===== src/rtl/song_sequencer.sv =====
// Play/pause/skip/auto-advance controller driving song_reader's play, song and reset_player.
// Optional feature macro: SONG_SEQ_LOOP_ALL_EN (auto-advance past the last song loops to song 0).
module song_sequencer #(
  parameter int NUM_SONGS  = 4,
  parameter int GAP_CYCLES = 8
) (
  input  logic       clk,
  input  logic       reset,
  input  logic       play_button,
  input  logic       next_button,
  input  logic       song_done,
  output logic       play,
  output logic       reset_player,
  output logic [1:0] song,
  output logic       gap_active
);

  localparam int CNT_W = $clog2(GAP_CYCLES + 1);
  localparam logic [1:0]       SONG_LAST = 2'(NUM_SONGS - 1);
  localparam logic [CNT_W-1:0] GAP_LOAD  = CNT_W'(GAP_CYCLES - 1);

  typedef enum logic [1:0] {
    S_PAUSED  = 2'd0,
    S_PLAYING = 2'd1,
    S_ADVANCE = 2'd2,
    S_GAP     = 2'd3
  } state_t;

  state_t           state_q, state_d;
  logic             auto_q, auto_d;
  logic [CNT_W-1:0] cnt_q, cnt_d;
  logic [1:0]       song_q, song_d;
  logic             play_q, play_d;
  logic             reset_player_q, reset_player_d;
  logic             gap_active_q, gap_active_d;

  function automatic logic [1:0] next_song(input logic [1:0] cur);
    next_song = (cur == SONG_LAST) ? 2'd0 : cur + 2'd1;
  endfunction

  // Next-state, song selection and gap counter logic
  always_comb begin
    state_d = state_q;
    auto_d  = auto_q;
    cnt_d   = cnt_q;
    song_d  = song_q;
    case (state_q)
      S_PAUSED: begin
        if (next_button) begin
          state_d = S_ADVANCE;
          auto_d  = 1'b0;
          song_d  = next_song(song_q);
        end else if (play_button) begin
          state_d = S_PLAYING;
        end else begin
          state_d = S_PAUSED;
        end
      end
      S_PLAYING: begin
        if (next_button) begin
          state_d = S_ADVANCE;
          auto_d  = 1'b0;
          song_d  = next_song(song_q);
        end else if (play_button) begin
          state_d = S_PAUSED;
        end else if (song_done) begin
          state_d = S_ADVANCE;
          auto_d  = 1'b1;
          song_d  = next_song(song_q);
        end else begin
          state_d = S_PLAYING;
        end
      end
      S_ADVANCE: begin
        // song_q already holds the new index here, so 0 means the advance wrapped
        if (!auto_q) begin
          state_d = S_PAUSED;
        end else if (song_q == 2'd0) begin
`ifdef SONG_SEQ_LOOP_ALL_EN
          state_d = S_GAP;
          cnt_d   = GAP_LOAD;
`else
          state_d = S_PAUSED;
`endif
        end else begin
          state_d = S_GAP;
          cnt_d   = GAP_LOAD;
        end
      end
      S_GAP: begin
        if (next_button) begin
          state_d = S_ADVANCE;
          auto_d  = 1'b0;
          song_d  = next_song(song_q);
        end else if (play_button) begin
          state_d = S_PAUSED;
        end else if (cnt_q == {CNT_W{1'b0}}) begin
          state_d = S_PLAYING;
        end else begin
          cnt_d = cnt_q - {{(CNT_W-1){1'b0}}, 1'b1};
        end
      end
      default: begin
        state_d = S_PAUSED;
      end
    endcase
  end

  // Outputs decoded from the next state so they register on the same edge
  always_comb begin
    play_d         = (state_d == S_PLAYING);
    reset_player_d = (state_d == S_ADVANCE);
    gap_active_d   = (state_d == S_GAP);
  end

  // State, counter and output registers
  always_ff @(posedge clk or posedge reset) begin
    if (reset) begin
      state_q        <= S_PAUSED;
      auto_q         <= 1'b0;
      cnt_q          <= {CNT_W{1'b0}};
      song_q         <= 2'd0;
      play_q         <= 1'b0;
      reset_player_q <= 1'b0;
      gap_active_q   <= 1'b0;
    end else begin
      state_q        <= state_d;
      auto_q         <= auto_d;
      cnt_q          <= cnt_d;
      song_q         <= song_d;
      play_q         <= play_d;
      reset_player_q <= reset_player_d;
      gap_active_q   <= gap_active_d;
    end
  end

  assign play         = play_q;
  assign reset_player = reset_player_q;
  assign song         = song_q;
  assign gap_active   = gap_active_q;

endmodule


===== config.mk =====
export PLATFORM = sky130hd
export DESIGN_NAME = song_sequencer
export DESIGN_NICKNAME = d
export VERILOG_FILES = /design/src/rtl/song_sequencer.sv
export SDC_FILE = /design/constraint.sdc
export NUM_CORES = 1
export LEC_CHECK = 0
export ABC_AREA = 1
export ABC_CLOCK_PERIOD_IN_PS = 1200
export CORE_UTILIZATION = 46
export DETAILED_ROUTE_END_ITERATION = 8
export PLACE_DENSITY = 0.72
export REMOVE_ABC_BUFFERS = 1
export SYNTH_ARGS = -nofsm -noshare
export SYNTH_HDL_FRONTEND = slang
export SYNTH_SLANG_ARGS = --single-unit

===== constraint.sdc =====
create_clock -name clk -period 1.2 [get_ports clk]
set_input_delay 0.18 -clock clk [delete_from_list [all_inputs] [get_ports clk]]
set_output_delay 0.18 -clock clk [all_outputs]
set_load 0.03 [all_outputs]

==> impl_metrics.ini, run 1 <==
[status]
status = complete, but fails checks
violations = setup timing

[clock_network]
clock-sinks = 12
cts.path.max_buffers = 2
cts.reportedPaths.clkPinSlew_ns = 0.08
cts_buffers = 3
hold_buffers = 0
htreeDepth = 1
cts-root-buf = clkbuf_4
worstSkewPairLatency_ns = 0.28
cts_tree = built

[detailed_routing]
drt_wl_total_microns = 1680
viasPerCell = 4.94
drtPass1Iterations = 4
dr.first_iter.drc_count = 17
post_drt_wl_per_cell_microns = 11.8
ant_nets = 0
num_vias = 702
drc = 0

[synth]
synth_cell_type_count = 17
ys_warn_count = 0
synthesis.area_sq_um = 712
ys_seq_elements = 12
synth.avg_cell_area_sq_um = 7.57
syn-instance-count = 94
yosysSeqAreaShare = 0.422

[global_route]
grt_pass1_wl_microns = 2390
grt_pass1_vias = 601
antenna_found_initial = 0
grt_max_degree = 13
grt.total_usage = 0.220
overflow = 0

[die]
boundaryPins = 10
fp.dieW_microns = 41.3
core_area_sq_mm = 0.00137
fp.dieH_microns = 41.3
num_rows = 13
initial_core_util = 0.521
dieArea_sq_mm = 0.00171

[sta]
postLayoutSetupSlackWorst_ns = -0.201
max_freq_mhz = 714
finClkSkew_ns = 0.00864
slew_headroom = 0.801
drv_slew = 0
worst_pin_slew_ns = 0.296
setup_viol = 12
fin_crit_sh = 1.17
hold_viol = 0
rsz0062_at_grt = yes
min_period_ns = 1.40

[setup_path]
cp-start-kind = register
crit_type = register to register
rr_worst_depth = 9
path_max_fanout = 3
crit_arrival_ns = 1.61
slowest_delay_ns = 0.45
cp-end-kind = register
crit_end = play
reg2reg_to = play
rr_startpoint = state_q[0]
cp-startpoint = state_q[0]
reg2reg_slack_ns = -0.20
required_ns = 1.41
path_cells = buf_6 -> ha_4 -> inv_2 -> or2_1 -> nand2_1 -> nand2_1 -> nand2_2 -> nand2_2 -> nor2_1
slowest_stage = dfrtp_1

[final_layout]
layout_commonest_cell = nand2_1
area_growth_pct = 49.6
final_util = 0.779
nets = 140
multi_input_area_sq_um = 399
final-seq-area_sq_um = 300
drive_gt1_frac = 0.409
fillers = 100
diodes = 0
final_cell_mix = 22 x nand2_1, 21 x buf_4, 12 x dfrtp_1

[run]
drv_cap = 0

[pwr]
p_leak_nw = 0.574
fin_total_pwr_mw = 2.76
p_per_area_mw_per_mm2 = 2590
ir_worst_vdd_mv = 1.52

[placement]
gp_congestion = 0.759
io_buffers = 9
post-dp-hpwl_microns = 1130

[hold_path]
hp-class = primary input to async pin
-- registers in the layout (all words and copies together), names as in the netlist --
register	flops
song	2
auto_q	1
gap_active	1
cnt_q	4
reset_player	1
state_q	2
play	1
-- final cells by class --
cell class | instances | share of cell area
clock buffer | 4 | 0.0341
inverter | 20 | 0.0705
multi-input combinational | 62 | 0.375
sequential | 12 | 0.282
tap | 15 | 0.0176
timing repair buffer | 29 | 0.221
-- stage by stage --
stage	setup slack [ns]	area (sq um)	cells	TNS, ns	hold WS [ns]
floorplan	-0.268	712	94	-1.66	0.0447
finish	-0.201	1060	142	-1.93	0.181
CTS	-0.153	1020	140	-1.12	0.188
detailed placement	-0.291	928	133	-2.28	0.479
global placement	-0.215	928	133	-1.87	0.481
global route	-0.257	1060	142	-2.50	0.243
-- how the worst min path moves through the flow --
stage          slack, ns  start       end
2_1_floorplan       0.04  reset    auto_q
3_3_place_gp        0.48  reset  cnt_q[1]
3_5_place_dp        0.48  reset   song[0]
4_1_cts             0.19  reset  cnt_q[1]
5_1_grt             0.24  reset  cnt_q[1]
6_report            0.18  reset  cnt_q[0]
-- cells by family after synthesis --
| family | after synthesis | share of synthesized area |
|---|---|---|
| xor+xnor | 1 | 0.0123 |
| compound gates | 13 | 0.105 |
| flops | 12 | 0.422 |
| simple gates | 41 | 0.232 |
| buf+inv | 20 | 0.105 |
| fa+ha+maj | 7 | 0.123 |
-- Yosys cell counts (all sizes together) --
library cell | n | area [sq um]
nor2 | 11 | 43.8
inv | 20 | 75.1
a21oi | 3 | 18.8
xor2 | 1 | 8.76
o21ai | 8 | 40.0
dfrtp | 12 | 300
o21a | 1 | 7.51
nand3 | 1 | 5.00
ha | 7 | 87.6
nand2 | 28 | 110
o32ai | 1 | 8.76
or2 | 1 | 6.26
-- metal layers --
layer,vias to the layer above,global-route usage,part of all wire
met2,22,0.391,0.52
met1,321,0.251,0.43
met3,4,0.0160,0.029
li1,355,-,-
met4,0,0.145,0.021
met5,-,0,0
-- what timing repair did --
| action | CTS | global route |
|---|---|---|
| gates cloned | 0 | 0 |
| setup buffers | 3 | 2 |
| endpoints found under the setup margin | 15 | 12 |
| resized for setup | 15 | 7 |
| pin swaps | 8 | 4 |
-- critical path, delay by kind of cell, from the launching register on --
| family | cells | cell delay (ns) |
|---|---|---|
| and+or+nand+nor | 6 | 0.59 |
| DFF | 1 | 0.45 |
| buffers and inverters | 2 | 0.17 |
| adders and majority gates | 1 | 0.13 |
-- report_power, final --
part / switching, mW / total (mW) / internal (mW)
Clock: 0.143 / 0.328 / 0.185
Sequential: 0.101 / 0.680 / 0.579
Combinational: 0.947 / 1.75 / 0.803
Total: 1.19 / 2.76 / 1.57
(Power assumes the default switching activity.)
==> run 2: changes to the inputs <==
--- a/config.mk
+++ b/config.mk
@@ -7,9 +7,8 @@
 export LEC_CHECK = 0
 export ABC_AREA = 1
 export ABC_CLOCK_PERIOD_IN_PS = 1200
-export CORE_UTILIZATION = 46
+export CORE_UTILIZATION = 40
 export DETAILED_ROUTE_END_ITERATION = 8
-export PLACE_DENSITY = 0.72
 export REMOVE_ABC_BUFFERS = 1
 export SYNTH_ARGS = -nofsm -noshare
 export SYNTH_HDL_FRONTEND = slang
==> impl_metrics.ini, run 2 (synthesis results as in run 1) <==
[status]
status = complete, but fails checks
violations = setup timing

[sta]
min_period_ns = 1.34
fin_crit_sh = 1.12
slew_headroom = 0.805
fin_setup_tns_ns = -1.01
hold_viol = 0
worst_pin_slew_ns = 0.290
rsz0062_at_grt = yes
postLayoutSetupSlackWorst_ns = -0.141
setup_viol = 12
finClkSkew_ns = 0.00590
max_freq_mhz = 746
drv_slew = 0

[setup_path]
crit_arrival_ns = 1.51
slowest_delay_ns = 0.40
cp_num_buf_inv = 1
required_ns = 1.37
crit_type = register to register
cp-start-kind = register
crit_family = flip-flops
rr_startpoint = state_q[0]
path_cells = inv_2 -> ha_1 -> o21a_1 -> nor2_4 -> o32ai_1
cp-startpoint = state_q[0]
slowest_stage = dfrtp_1
cp-end-kind = register
path_max_fanout = 5

[die]
core_area_sq_mm = 0.00158
boundaryPins = 10
initial_core_util = 0.452
fp.dieW_microns = 44.2
dieArea_sq_mm = 0.00195
fp.dieH_microns = 44.2
num_rows = 14

[run]
drv_cap = 0

[clock_network]
cts_tree = built
hold_buffers = 0
cts_buffers = 3
htreeDepth = 1
cts-root-buf = clkbuf_4
clock-sinks = 12
cts.path.max_buffers = 2
cts.reportedPaths.clkPinSlew_ns = 0.08
worstSkewPairLatency_ns = 0.28

[detailed_routing]
ant_nets = 0
viasPerCell = 4.59
drt_wl_total_microns = 1440
num_vias = 652
dr.first_iter.drc_count = 8
post_drt_wl_per_cell_microns = 10.1
drtPass1Iterations = 6
drc = 0

[final_layout]
diodes = 0
area_growth_pct = 44.5
drive_gt1_frac = 0.421
largest_reg_flops = 4
layout_commonest_cell = nand2_1
final_util = 0.652
top_register = cnt_q
final_cell_mix = 24 x nand2_1, 19 x buf_4, 14 x inv_2
nets = 139

[global_route]
antenna_found_initial = 0
grt_pass1_vias = 632
grt_max_degree = 13
overflow = 0
grt.total_usage = 0.171
grt_pass1_wl_microns = 2460

[placement]
gp_congestion = 0.824
io_buffers = 9
post-dp-hpwl_microns = 1100

[pwr]
p_leak_nw = 0.549
p_per_area_mw_per_mm2 = 2520
ir_worst_vdd_mv = 1.30
fin_total_pwr_mw = 2.59

[hold_path]
hp-class = primary input to async pin
==> run 2: through the flow <==
stage	worst slack, ns	area [sq um]	hold slack (ns)	cells
2_1_floorplan	-0.268	712	0.0447	94
3_3_place_gp	-0.181	945	0.483	136
3_5_place_dp	-0.199	945	0.484	136
4_1_cts	-0.138	1020	0.179	141
5_1_grt	-0.223	1030	0.198	142
6_report	-0.141	1030	0.174	142
==> run 2: report_power, final <==
part	switching (mW)	internal [mW]	total (mW)
sequential	0.0960	0.580	0.676
combinational	0.849	0.732	1.58
clock	0.151	0.185	0.336
==> run 2: cell type report <==
class	count	area, sq um
clock buffer	4	36.3
fill	148	548
tap	16	20.0
timing repair buffer	28	225
sequential	12	300
inverter	20	75.1
multi-input combinational	62	372
==> run 2: worst paths after layout <==
check / end / slack [ns] / depth (start not counted)
setup reg to reg: auto_q / -0.14 / 5
hold / removal: cnt_q[1] / 0.17 / 3
max in group asynchronous: gap_active / 0.87 / 3
setup / recovery: auto_q / -0.14 / 5
min in group clk: cnt_q[2] / 0.54 / 2
hold reg to reg: cnt_q[2] / 0.54 / 2
==> run 2: layer usage <==
metal | vias up | track usage | routed length, microns
met4 | 0 | 0.0545 | 19
met2 | 11 | 0.294 | 689
li1 | 348 | - | -
met5 | - | 0 | 0
met1 | 291 | 0.202 | 670
met3 | 2 | 0.0531 | 59
==> run 2: repair_timing <==
item                                    4_1_cts  5_1_grt
setup buffers                                 1        1
gates resized for setup                      14       13
endpoints found under the setup margin       15       15
pin swaps                                    10        1
==> run 2: tightest hold or removal path, cell delays in order <==
cell and delay, ns:
clkdlybuf4s50_1 0.39, inv_1 0.05, buf_4 0.19
==> patch: new RTL, settings of run 1 <==
Change the parameter `GAP_CYCLES` from 8 to 4.
--- a/src/rtl/song_sequencer.sv
+++ b/src/rtl/song_sequencer.sv
@@ -4,3 +4,3 @@
   parameter int NUM_SONGS  = 4,
-  parameter int GAP_CYCLES = 8
+  parameter int GAP_CYCLES = 4
 ) (
Formal check against the unedited RTL: not equivalent (a bounded check fails within 10 cycles, from zero or initial values and one cycle with reset high).
==> patch against run 1 <==
Global-route usage fell by 0.29 points; critical endpoint is now song[0]; die area fell by 4.7%; power down 7.6%; critical path type unchanged; synthesized area decreased by 4.9%; design area decreased by 8.7%; the flow still finishes with violations (setup timing); wire length is 12% lower; sequential cell count decreased by 1; setup slack gained 0.086 ns.
==> patch: results (changes against run 1) <==
Run status
The flow ran to the end, but the final reports show violations. The checks that failed: setup timing.

Synthesis
The number of distinct library cell variants in the gate-level netlist after synthesis came to 16 (-1). In the synthesized netlist, the cells that appear most often are 23 x nand2_1, 17 x inv_1, 11 x dfrtp_1. The part of the Yosys area used for sequential elements is 0.407 (-0.0151).

Detailed routing
The sum of met2 wire segment lengths after detailed routing is 690 µm (-21%). The number of violations reported at the end of detailed-routing iteration 0 is 1 (-16). The wire length on met3 came to 50 µm (+4.2%).

Final layout
The layout cell share with drive strength beyond 1 is 0.391 (-0.0185).

Global routing
The routing usage on met2 is 0.341 (-0.0494). The global-route wire length before repair came to 2240 µm (-6.4%). The met3 track demand over resource in global routing is 0.0556 (+0.0396).

STA
The number of setup violations in the final report is 10 (-2). The worst-case clock skew is 0.00238 ns (-0.00627 ns). The worst setup slack after layout is -0.115 ns (+0.0863 ns).

Power and ir drop
The peak ir drop on the vdd network is 1.61 mV (+5.6%). The internal portion of total power is 1.38 mW (-12%). The sequential cell power is 0.625 mW (-8.1%).

Place
The weighted congestion at the end of routability-driven global placement is 0.757 (-0.18%).

Worst setup path
The most critical setup path has its endpoint at song[0]. The number of cells traversed by the worst register-to-register path is 6 (-3). The startpoint identified for the worst register-to-register timing path is state_q[1].

The worst stage delay on the critical path is 0.40 ns (-0.05 ns).

CTS
The number of buffers inserted to repair setup after CTS is 0 (-3). The count of instances resized after the clock tree is built is 23 (+8).
patch: worst register-to-register path, cell delays in order, from the launching register on:
cell and delay [ns]:
dfrtp_1 0.40, inv_2 0.13, ha_4 0.22, o21a_1 0.20
nor2_4 0.14, nand2_1 0.07, o21ai_0 0.07
patch: area by class of cell:
cell class / instances / area, µm² / area share
clock buffer: 4 / 26.3 / 0.0270
tap: 15 / 18.8 / 0.0193
sequential: 11 / 275 / 0.283
multi-input combinational: 57 / 422 / 0.434
inverter: 20 / 75.1 / 0.0772
timing repair buffer: 18 / 155 / 0.160
patch: kinds of logic after synthesis:
| family | Yosys count | share of synthesized area |
|---|---|---|
| AOI/OAI and AO/OA | 11 | 0.0887 |
| xor gates and xnor gates | 1 | 0.0129 |
| adders and majority gates | 8 | 0.148 |
| buffers and inverters | 20 | 0.111 |
| DFF | 11 | 0.407 |
| and+or+nand+nor | 37 | 0.233 |
